## config.mk

```make
export PLATFORM = sky130hd
export DESIGN_NAME = dcache_port_arbiter
export DESIGN_NICKNAME = d
export VERILOG_FILES = /design/src/rtl/tartaruga_pkg.sv /design/src/rtl/dcache_port_arbiter.sv
export SDC_FILE = /design/constraint.sdc
export NUM_CORES = 1
export LEC_CHECK = 0
export ABC_AREA = 1
export CORE_MARGIN = 10
export CORE_UTILIZATION = 30
export CTS_BUF_LIST = sky130_fd_sc_hd__clkbuf_8
export DETAILED_ROUTE_END_ITERATION = 8
export PLACE_DENSITY = 0.67
export SYNTH_ARGS = -nofsm -noshare
export SYNTH_HDL_FRONTEND = slang
export SYNTH_SLANG_ARGS = --single-unit
export TNS_END_PERCENT = 10
```

## constraint.sdc

```tcl
create_clock -name clk_i -period 1.7 [get_ports clk_i]
set_input_delay 0.17 -clock clk_i [delete_from_list [all_inputs] [get_ports clk_i]]
set_output_delay 0.17 -clock clk_i [all_outputs]
set_load 0.005 [all_outputs]
```

## src/rtl/tartaruga_pkg.sv

```systemverilog
// Shared types for the tartaruga core: 32-bit bus word and dcache arbiter
// state encoding.
package tartaruga_pkg;

  typedef logic [31:0] bus32_t;

  localparam int unsigned DCACHE_ARB_STARVE_LIMIT_DEFAULT = 8;

  typedef enum logic [1:0] {
    IDLE    = 2'd0,
    BUSY_LD = 2'd1,
    BUSY_ST = 2'd2
  } dcache_arb_state_t;

endpackage

```

## src/rtl/dcache_port_arbiter.sv

```systemverilog
// Arbitrates the mem-stage load port and the store-buffer drain onto the single
// dcache port. Optional perf counters are enabled by defining DCACHE_ARB_PERF_EN.
module dcache_port_arbiter
  import tartaruga_pkg::*;
#(
  parameter int unsigned STARVE_LIMIT = DCACHE_ARB_STARVE_LIMIT_DEFAULT
) (
  input  logic   clk_i,
  input  logic   rst_i,
  input  logic   ld_valid_i,
  input  bus32_t ld_addr_i,
  output logic   ld_ready_o,
  output bus32_t ld_data_o,
  input  logic   st_valid_i,
  input  bus32_t st_addr_i,
  input  bus32_t st_data_i,
  output logic   st_ready_o,
  input  logic   sb_full_i,
  output logic   dc_valid_o,
  output logic   dc_we_o,
  output bus32_t dc_addr_o,
  output bus32_t dc_data_wr_o,
  input  logic   dc_ready_i,
  input  bus32_t dc_data_rd_i
`ifdef DCACHE_ARB_PERF_EN
  ,
  output bus32_t perf_ld_cnt_o,
  output bus32_t perf_st_cnt_o,
  output bus32_t perf_conflict_cnt_o
`endif
);

  localparam int unsigned CW = (STARVE_LIMIT < 1) ? 1 : $clog2(STARVE_LIMIT + 1);

  dcache_arb_state_t state_q;
  logic [CW-1:0]     starve_q;
  bus32_t            addr_q;
  bus32_t            data_q;

  logic   grant_ld;
  logic   grant_st;
  logic   starved;
  bus32_t out_addr;
  bus32_t out_data;

  assign starved = (starve_q == CW'(STARVE_LIMIT));

  // Reset gates the whole grant path so every output reads 0 while rst_i is high.
  always_comb begin
    grant_ld = 1'b0;
    grant_st = 1'b0;
    out_addr = '0;
    out_data = '0;
    if (!rst_i) begin
      unique case (state_q)
        IDLE: begin
          grant_st = st_valid_i && (!ld_valid_i || sb_full_i || starved);
          grant_ld = ld_valid_i && !grant_st;
          if (grant_st) begin
            out_addr = st_addr_i;
            out_data = st_data_i;
          end else if (grant_ld) begin
            out_addr = ld_addr_i;
          end
        end
        BUSY_LD: begin
          grant_ld = 1'b1;
          out_addr = addr_q;
        end
        BUSY_ST: begin
          grant_st = 1'b1;
          out_addr = addr_q;
          out_data = data_q;
        end
        default: ;
      endcase
    end
  end

  assign dc_valid_o   = grant_ld || grant_st;
  assign dc_we_o      = grant_st;
  assign dc_addr_o    = out_addr;
  assign dc_data_wr_o = out_data;
  assign ld_ready_o   = grant_ld && dc_ready_i;
  assign st_ready_o   = grant_st && dc_ready_i;
  assign ld_data_o    = ld_ready_o ? dc_data_rd_i : '0;

  always_ff @(posedge clk_i) begin
    if (rst_i) begin
      state_q  <= IDLE;
      starve_q <= '0;
      addr_q   <= '0;
      data_q   <= '0;
    end else begin
      unique case (state_q)
        IDLE: begin
          if (dc_valid_o && !dc_ready_i) begin
            state_q <= grant_st ? BUSY_ST : BUSY_LD;
            addr_q  <= out_addr;
            data_q  <= out_data;
          end
        end
        BUSY_LD, BUSY_ST: begin
          if (dc_ready_i) state_q <= IDLE;
        end
        default: state_q <= IDLE;
      endcase

      if (!st_valid_i || st_ready_o) begin
        starve_q <= '0;
      end else if (!starved) begin
        starve_q <= starve_q + 1'b1;
      end
    end
  end

`ifdef DCACHE_ARB_PERF_EN
  bus32_t perf_ld_q;
  bus32_t perf_st_q;
  bus32_t perf_conf_q;

  always_ff @(posedge clk_i) begin
    if (rst_i) begin
      perf_ld_q   <= '0;
      perf_st_q   <= '0;
      perf_conf_q <= '0;
    end else begin
      if (ld_ready_o) perf_ld_q <= perf_ld_q + 32'd1;
      if (st_ready_o) perf_st_q <= perf_st_q + 32'd1;
      if (state_q == IDLE && ld_valid_i && st_valid_i) perf_conf_q <= perf_conf_q + 32'd1;
    end
  end

  assign perf_ld_cnt_o       = perf_ld_q;
  assign perf_st_cnt_o       = perf_st_q;
  assign perf_conflict_cnt_o = perf_conf_q;
`endif

endmodule

```

==> flow_metrics.tcl, run 1 <==
set metrics [dict create \
    final_nets 1253 \
    register_area_um2 1410 \
    diodes 0 \
    ys_ff_latch 70 \
    p_per_area_nw_per_um2 868 \
    max-slew-margin-rel_pct 78.1 \
    r2r_cells 17 \
    hold_path.class "flip-flop to flip-flop" \
    fin_skew_ps 11.3 \
    yosys_warnings 0 \
    finalSetupViolCount 169 \
    crit_type "flip-flop to primary output" \
    slowest_delay_ps 340 \
    end_kind "primary output" \
    cts_made_buffers 9 \
    hold_slack_ps 462 \
    grt-ovfl-total 0 \
    cap_violations 0 \
    synth_cell_types 26 \
    grt_pass1_vias 5816 \
    ioPinCount 234 \
    mostFrequentLayoutCells "nand2_1 (183), inv_1 (140), buf_4 (135)" \
    crit_family "buffers and inverters" \
    final_max_slew_viol_count 0 \
    wl_um 20300 \
    dieArea_um2 19900 \
    clk_path_buf_depth 2 \
    hold_violations 0 \
    place_congestion 0.770 \
    worstPathArrival_ps 2050 \
    timing.rr.start "starve_q[1]" \
    fmax_ghz 0.450 \
    worstPathRequired_ps 1530 \
    rows 44 \
    worstMarginPinSlew_ps 328 \
    dp_hpwl_um 13200 \
    port_buffers 233 \
    holdPathStages 2 \
    min-delay-start "data_q[29]" \
    crit_path_top_delay_cell "dfxtp_2" \
    power.leakage_nw 4.56 \
    first_pass_iters 4 \
    cts_tree "done" \
    path_cells "inv_2 > ha_4 > nand3_4 > nand2_2 > buf_6 > nand3_4 > clkinv_8 > buf_12 > buf_8 > nand2_2 > o211ai_1 > nand2_1 > inv_1 > buf_2" \
    period_share_pct 131 \
    drcViolationCount 0 \
    synthCells 690 \
    post_drt_wl_per_cell_um 15.6 \
    fillers 1303 \
    grtUsageTotal_pct 19.1 \
    cts.sinks 70 \
    violations "negative setup slack" \
    area_delta_synth_final_pct 106 \
    mostFrequentLayoutCell "nand2_1" \
    holdPathEnd "data_q[29]" \
    status "finished, violations left" \
    drive_gt1_share_pct 42.8 \
    setup_tns_ps -58910 \
    core-area_um2 14400 \
    vias_per_cell 4.50 \
    initialDrtViolationCount 251 \
    cts.clk_slew.worst_paths_ps 80 \
    yosysSeqAreaShare_pct 31.9 \
    layout_setup_ws_ps -520 \
    multi_input_area_um2 2490 \
    reg2reg_slack_ps -500 \
    grt_max_degree 29 \
    clk_latency_ps 350 \
    vias 5851 \
    start_util_pct 30.4 \
    irDropWorstVdd_v 0.000559 \
    cts_root_buf "clkbuf_8" \
    fin_crit_ps 2220 \
    netlist_area_um2 4390 \
    r2r_end "addr_q[11]" \
    antenna_left 0 \
    cp.depth 14 \
    antenna_found_initial 0 \
    rsz0062_at_grt "yes" \
    path_max_fanout 8 \
    avgSynthCellArea_um2 6.36 \
    critPathLaunchType "flip-flop" \
    synth_fp_nets 830 \
    die_height_um 141 \
    grt_pass1_wl_um 31000 \
    critPathBufInv 7 \
    die_w_um 141 \
    cts_max_level 3 \
]
==> through the flow <==
step	power [W]	worst slack (ps)	instance area [um^2]	utilization [%]	std cells
2_1_floorplan	0.00377	6.50	4400	-	690
3_3_place_gp	0.00551	-636	7620	52.9	1170
3_5_place_dp	0.00554	-666	7620	52.9	1170
4_1_cts	0.00770	-549	8830	61.3	1303
5_1_grt	0.00838	-645	9030	62.6	1300
6_report	0.00784	-520	9030	62.6	1300
==> sequential cells by signal, indices dropped and copies added, names as in the netlist <==
register,cells
addr_q,32
data_q,32
starve_q,4
state_q,2
==> cells by family after synthesis <==
family | share of synthesized area [%]
flops | 31.9
xor+xnor | 0.200
simple gates | 26.0
fa+ha+maj | 1.71
compound gates | 21.1
buf+inv | 19.0
==> Yosys cell counts <==
master    instances  share of area [%]
a22oi_1          12                2.1
buf_4             6                1.0
o22ai_1           3               0.43
clkinv_1          1              0.085
nand3_2           2               0.46
buf_2            14                1.6
nand3_4           1               0.40
nand2_4           1               0.26
nor3_1            1               0.11
o21ai_0          25                2.9
buf_1             4               0.34
xor2_1            1               0.20
nor2_1           41                3.5
o211ai_1         24                4.1
nand2_1         223                 19
inv_2             4               0.34
a22oi_2          27                7.7
ha_1              6                1.7
inv_1           155                 13
nand2_2           3               0.43
nand4_1           2               0.29
buf_6             6                1.5
nand3_1          13                1.5
clkbuf_1         10               0.86
dfxtp_1          70                 32
a21oi_1          35                4.0
==> per-layer routing <==
metal | vias to the layer above | global-route usage [%] | wire length, um
met4 | 0 | 5.49 | 371
met3 | 25 | 4.50 | 1300
met2 | 188 | 33.8 | 10200
li1 | 2944 | - | -
met1 | 2694 | 22.4 | 8420
met5 | - | 0 | 0
==> report_power, final <==
part           internal, W  switching (W)
clock             0.000626       0.000622
sequential         0.00196      0.0000863
combinational      0.00242        0.00213
total              0.00500        0.00284
==> worst max-delay path by stage <==
stage                            from               to  slack [ps]
final                     starve_q[1]    dc_addr_o[22]        -520
after global routing      starve_q[1]    dc_addr_o[22]        -640
after CTS                 starve_q[0]    dc_addr_o[25]        -550
after detailed placement   ld_valid_i    ld_data_o[21]        -670
after global placement      sb_full_i  dc_data_wr_o[3]        -640
after floorplan           starve_q[1]       data_q[10]           7
==> layout make-up <==
type | count | share of cell area (%)
Clock buffer | 12 | 1.83
Clock inverter | 2 | 0.0969
Inverter | 160 | 7.33
Multi-Input combinational cell | 420 | 27.5
Sequential cell | 70 | 15.6
Tap cell | 184 | 2.55
Timing Repair Buffer | 452 | 45.1
==> worst min-delay path, cell delays in order, from the launching register on <==
cell and delay (ps):
dfxtp_1 300, inv_1 60, a21oi_1 60
==> repair_timing <==
action                     in CTS  in global routing
setup buffers                 123                 10
setup endpoints to repair     170                170
gates cloned                    6                  4
hold buffers                    0                  0
pin swaps                      50                 18
gates resized for setup       546                 92
(Power assumes the default switching activity.)
==> run 2: changes to the inputs <==
--- a/config.mk
+++ b/config.mk
@@ -8,9 +8,11 @@
 export ABC_AREA = 1
 export CORE_MARGIN = 10
 export CORE_UTILIZATION = 30
-export CTS_BUF_LIST = sky130_fd_sc_hd__clkbuf_8
+export CTS_BUF_LIST = sky130_fd_sc_hd__clkbuf_4 sky130_fd_sc_hd__clkbuf_8
+export CTS_CLUSTER_DIAMETER = 150
 export DETAILED_ROUTE_END_ITERATION = 8
 export PLACE_DENSITY = 0.67
+export SLEW_MARGIN = 20
 export SYNTH_ARGS = -nofsm -noshare
 export SYNTH_HDL_FRONTEND = slang
 export SYNTH_SLANG_ARGS = --single-unit
==> flow_metrics.tcl, run 2 (synthesis gave the netlist of run 1 again) <==
set metrics [dict create \
    vias_per_cell 4.49 \
    die_w_um 141 \
    critPathLaunchType "flip-flop" \
    fmax_ghz 0.451 \
    diodes 0 \
    place_congestion 0.770 \
    area_delta_synth_final_pct 107 \
    wl_um 20400 \
    cap_violations 0 \
    fin_crit_ps 2220 \
    violations "negative setup slack" \
    fin_skew_ps 11.6 \
    multi_input_area_um2 2500 \
    drive_gt1_share_pct 43.2 \
    post_dp_cell_area_um2 7620 \
    final_cell_area_um2 9080 \
    reg.largest.list "addr_q: 32 flops, data_q: 32 flops, starve_q: 4 flops" \
    period_share_pct 130 \
    grt_max_degree 29 \
    mostFrequentLayoutCell "nand2_1" \
    crit_type "flip-flop to primary output" \
    grt_most_used_layer "met2" \
    grtUsageTotal_pct 19.1 \
    timing.rr.start "starve_q[1]" \
    start_util_pct 30.4 \
    rsz0062_at_grt "yes" \
    path_max_fanout 8 \
    worstMarginPinSlew_ps 335 \
    final_nets 1254 \
    status "finished, violations left" \
    min-delay-start "data_q[29]" \
    grt_pass1_wl_um 31100 \
    end_kind "primary output" \
    power.leakage_nw 4.58 \
    antenna_found_initial 0 \
    finalSetupViolCount 169 \
    hold_path.class "flip-flop to flip-flop" \
    layout_setup_ws_ps -517 \
    p_per_area_nw_per_um2 871 \
    gr-usage-met1_pct 22.4 \
    met3_usage_pct 4.50 \
    register_area_um2 1410 \
    initialDrtViolationCount 229 \
    cts_made_buffers 9 \
    dieArea_um2 19900 \
    die_height_um 141 \
    mostFrequentLayoutCells "nand2_1 (180), inv_1 (139), clkdlybuf4s50_1 (133)" \
    clk_path_buf_depth 2 \
    first_pass_iters 4 \
    reg2reg_slack_ps -500 \
    vias 5845 \
    holdPathStages 2 \
    cts.clk_slew.worst_paths_ps 80 \
    clk_latency_ps 350 \
    r2r_cells 17 \
    final_max_slew_viol_count 0 \
    holdPathEnd "data_q[29]" \
    cts_max_level 3 \
    rows 44 \
    core-area_um2 14400 \
    r2r_end "addr_q[11]" \
    port_buffers 233 \
    worstPathArrival_ps 2050 \
    post_drt_wl_per_cell_um 15.7 \
    fillers 1301 \
    hold_violations 0 \
    worstPathRequired_ps 1530 \
    ioPinCount 234 \
    met2_usage_pct 33.9 \
    max-slew-margin-rel_pct 77.7 \
    cts_root_buf "clkbuf_8" \
    setup_tns_ps -59590 \
    preCtsSetupSlack_ps -666 \
    totalPowerFinal_w 0.00791 \
    dp_hpwl_um 13200 \
    grt-ovfl-total 0 \
    cts_tree "done" \
    irDropWorstVdd_v 0.000560 \
    cts.sinks 70 \
    grt_pass1_vias 5829 \
    antenna_left 0 \
    drcViolationCount 0 \
]
run 2: worst max-delay path: stages, from the launching register on:
cell,delay (ps)
dfxtp_2,340
inv_2,40
ha_4,160
nand3_4,60
nand2_2,60
buf_6,120
nand3_4,110
clkinv_8,100
buf_12,150
buf_8,140
nand2_2,50
o211ai_1,90
nand2_1,100
inv_1,40
buf_2,120
run 2: how the worst max path moves through the flow:
stage	start	endpoint	slack, ps	cells after the start
after detailed placement	ld_valid_i	ld_data_o[21]	-670	14
after floorplan	starve_q[1]	data_q[10]	7	13
after global routing	starve_q[1]	dc_addr_o[22]	-630	14
after global placement	sb_full_i	dc_data_wr_o[3]	-640	12
after CTS	starve_q[0]	dc_addr_o[25]	-550	15
final	starve_q[1]	dc_addr_o[22]	-520	14
run 2: cell type report:
class | instances | share of cell area (%)
well taps | 184 | 2.54
flip-flops and latches | 70 | 15.5
repair buffers | 453 | 45.3
clock inverters | 1 | 0.0551
inverters | 160 | 7.29
clock buffers | 13 | 1.90
multi-input cells | 420 | 27.5
run 2: what timing repair did:
action,CTS,global route
hold buffers,0,0
buffers inserted,122,12
cloned,6,4
pin swaps,50,21
endpoints found under the setup margin,170,170
gates resized for setup,546,102
run 2: per-layer routing:
layer	vias up	wire length [um]
met1	2698	8570
met4	0	357
met3	22	1210
met2	177	10300
met5	-	0
li1	2948	-
run 2: power breakdown:
part / internal (W) / switching, W / leakage (nW) / total, W
clock network: 0.000648 / 0.000623 / 0.0948 / 0.00127
registers: 0.00196 / 0.0000861 / 0.573 / 0.00204
logic: 0.00244 / 0.00215 / 3.91 / 0.00459
run 2: metrics by stage:
| stage | util, % | hold slack, ps | std cells |
|---|---|---|---|
| finish | 63.0 | 462 | 1301 |
| global placement | 52.9 | 440 | 1170 |
| floorplan | - | 369 | 690 |
| global route | 63.0 | 483 | 1301 |
| CTS | 61.2 | 459 | 1302 |
| detailed placement | 52.9 | 447 | 1170 |
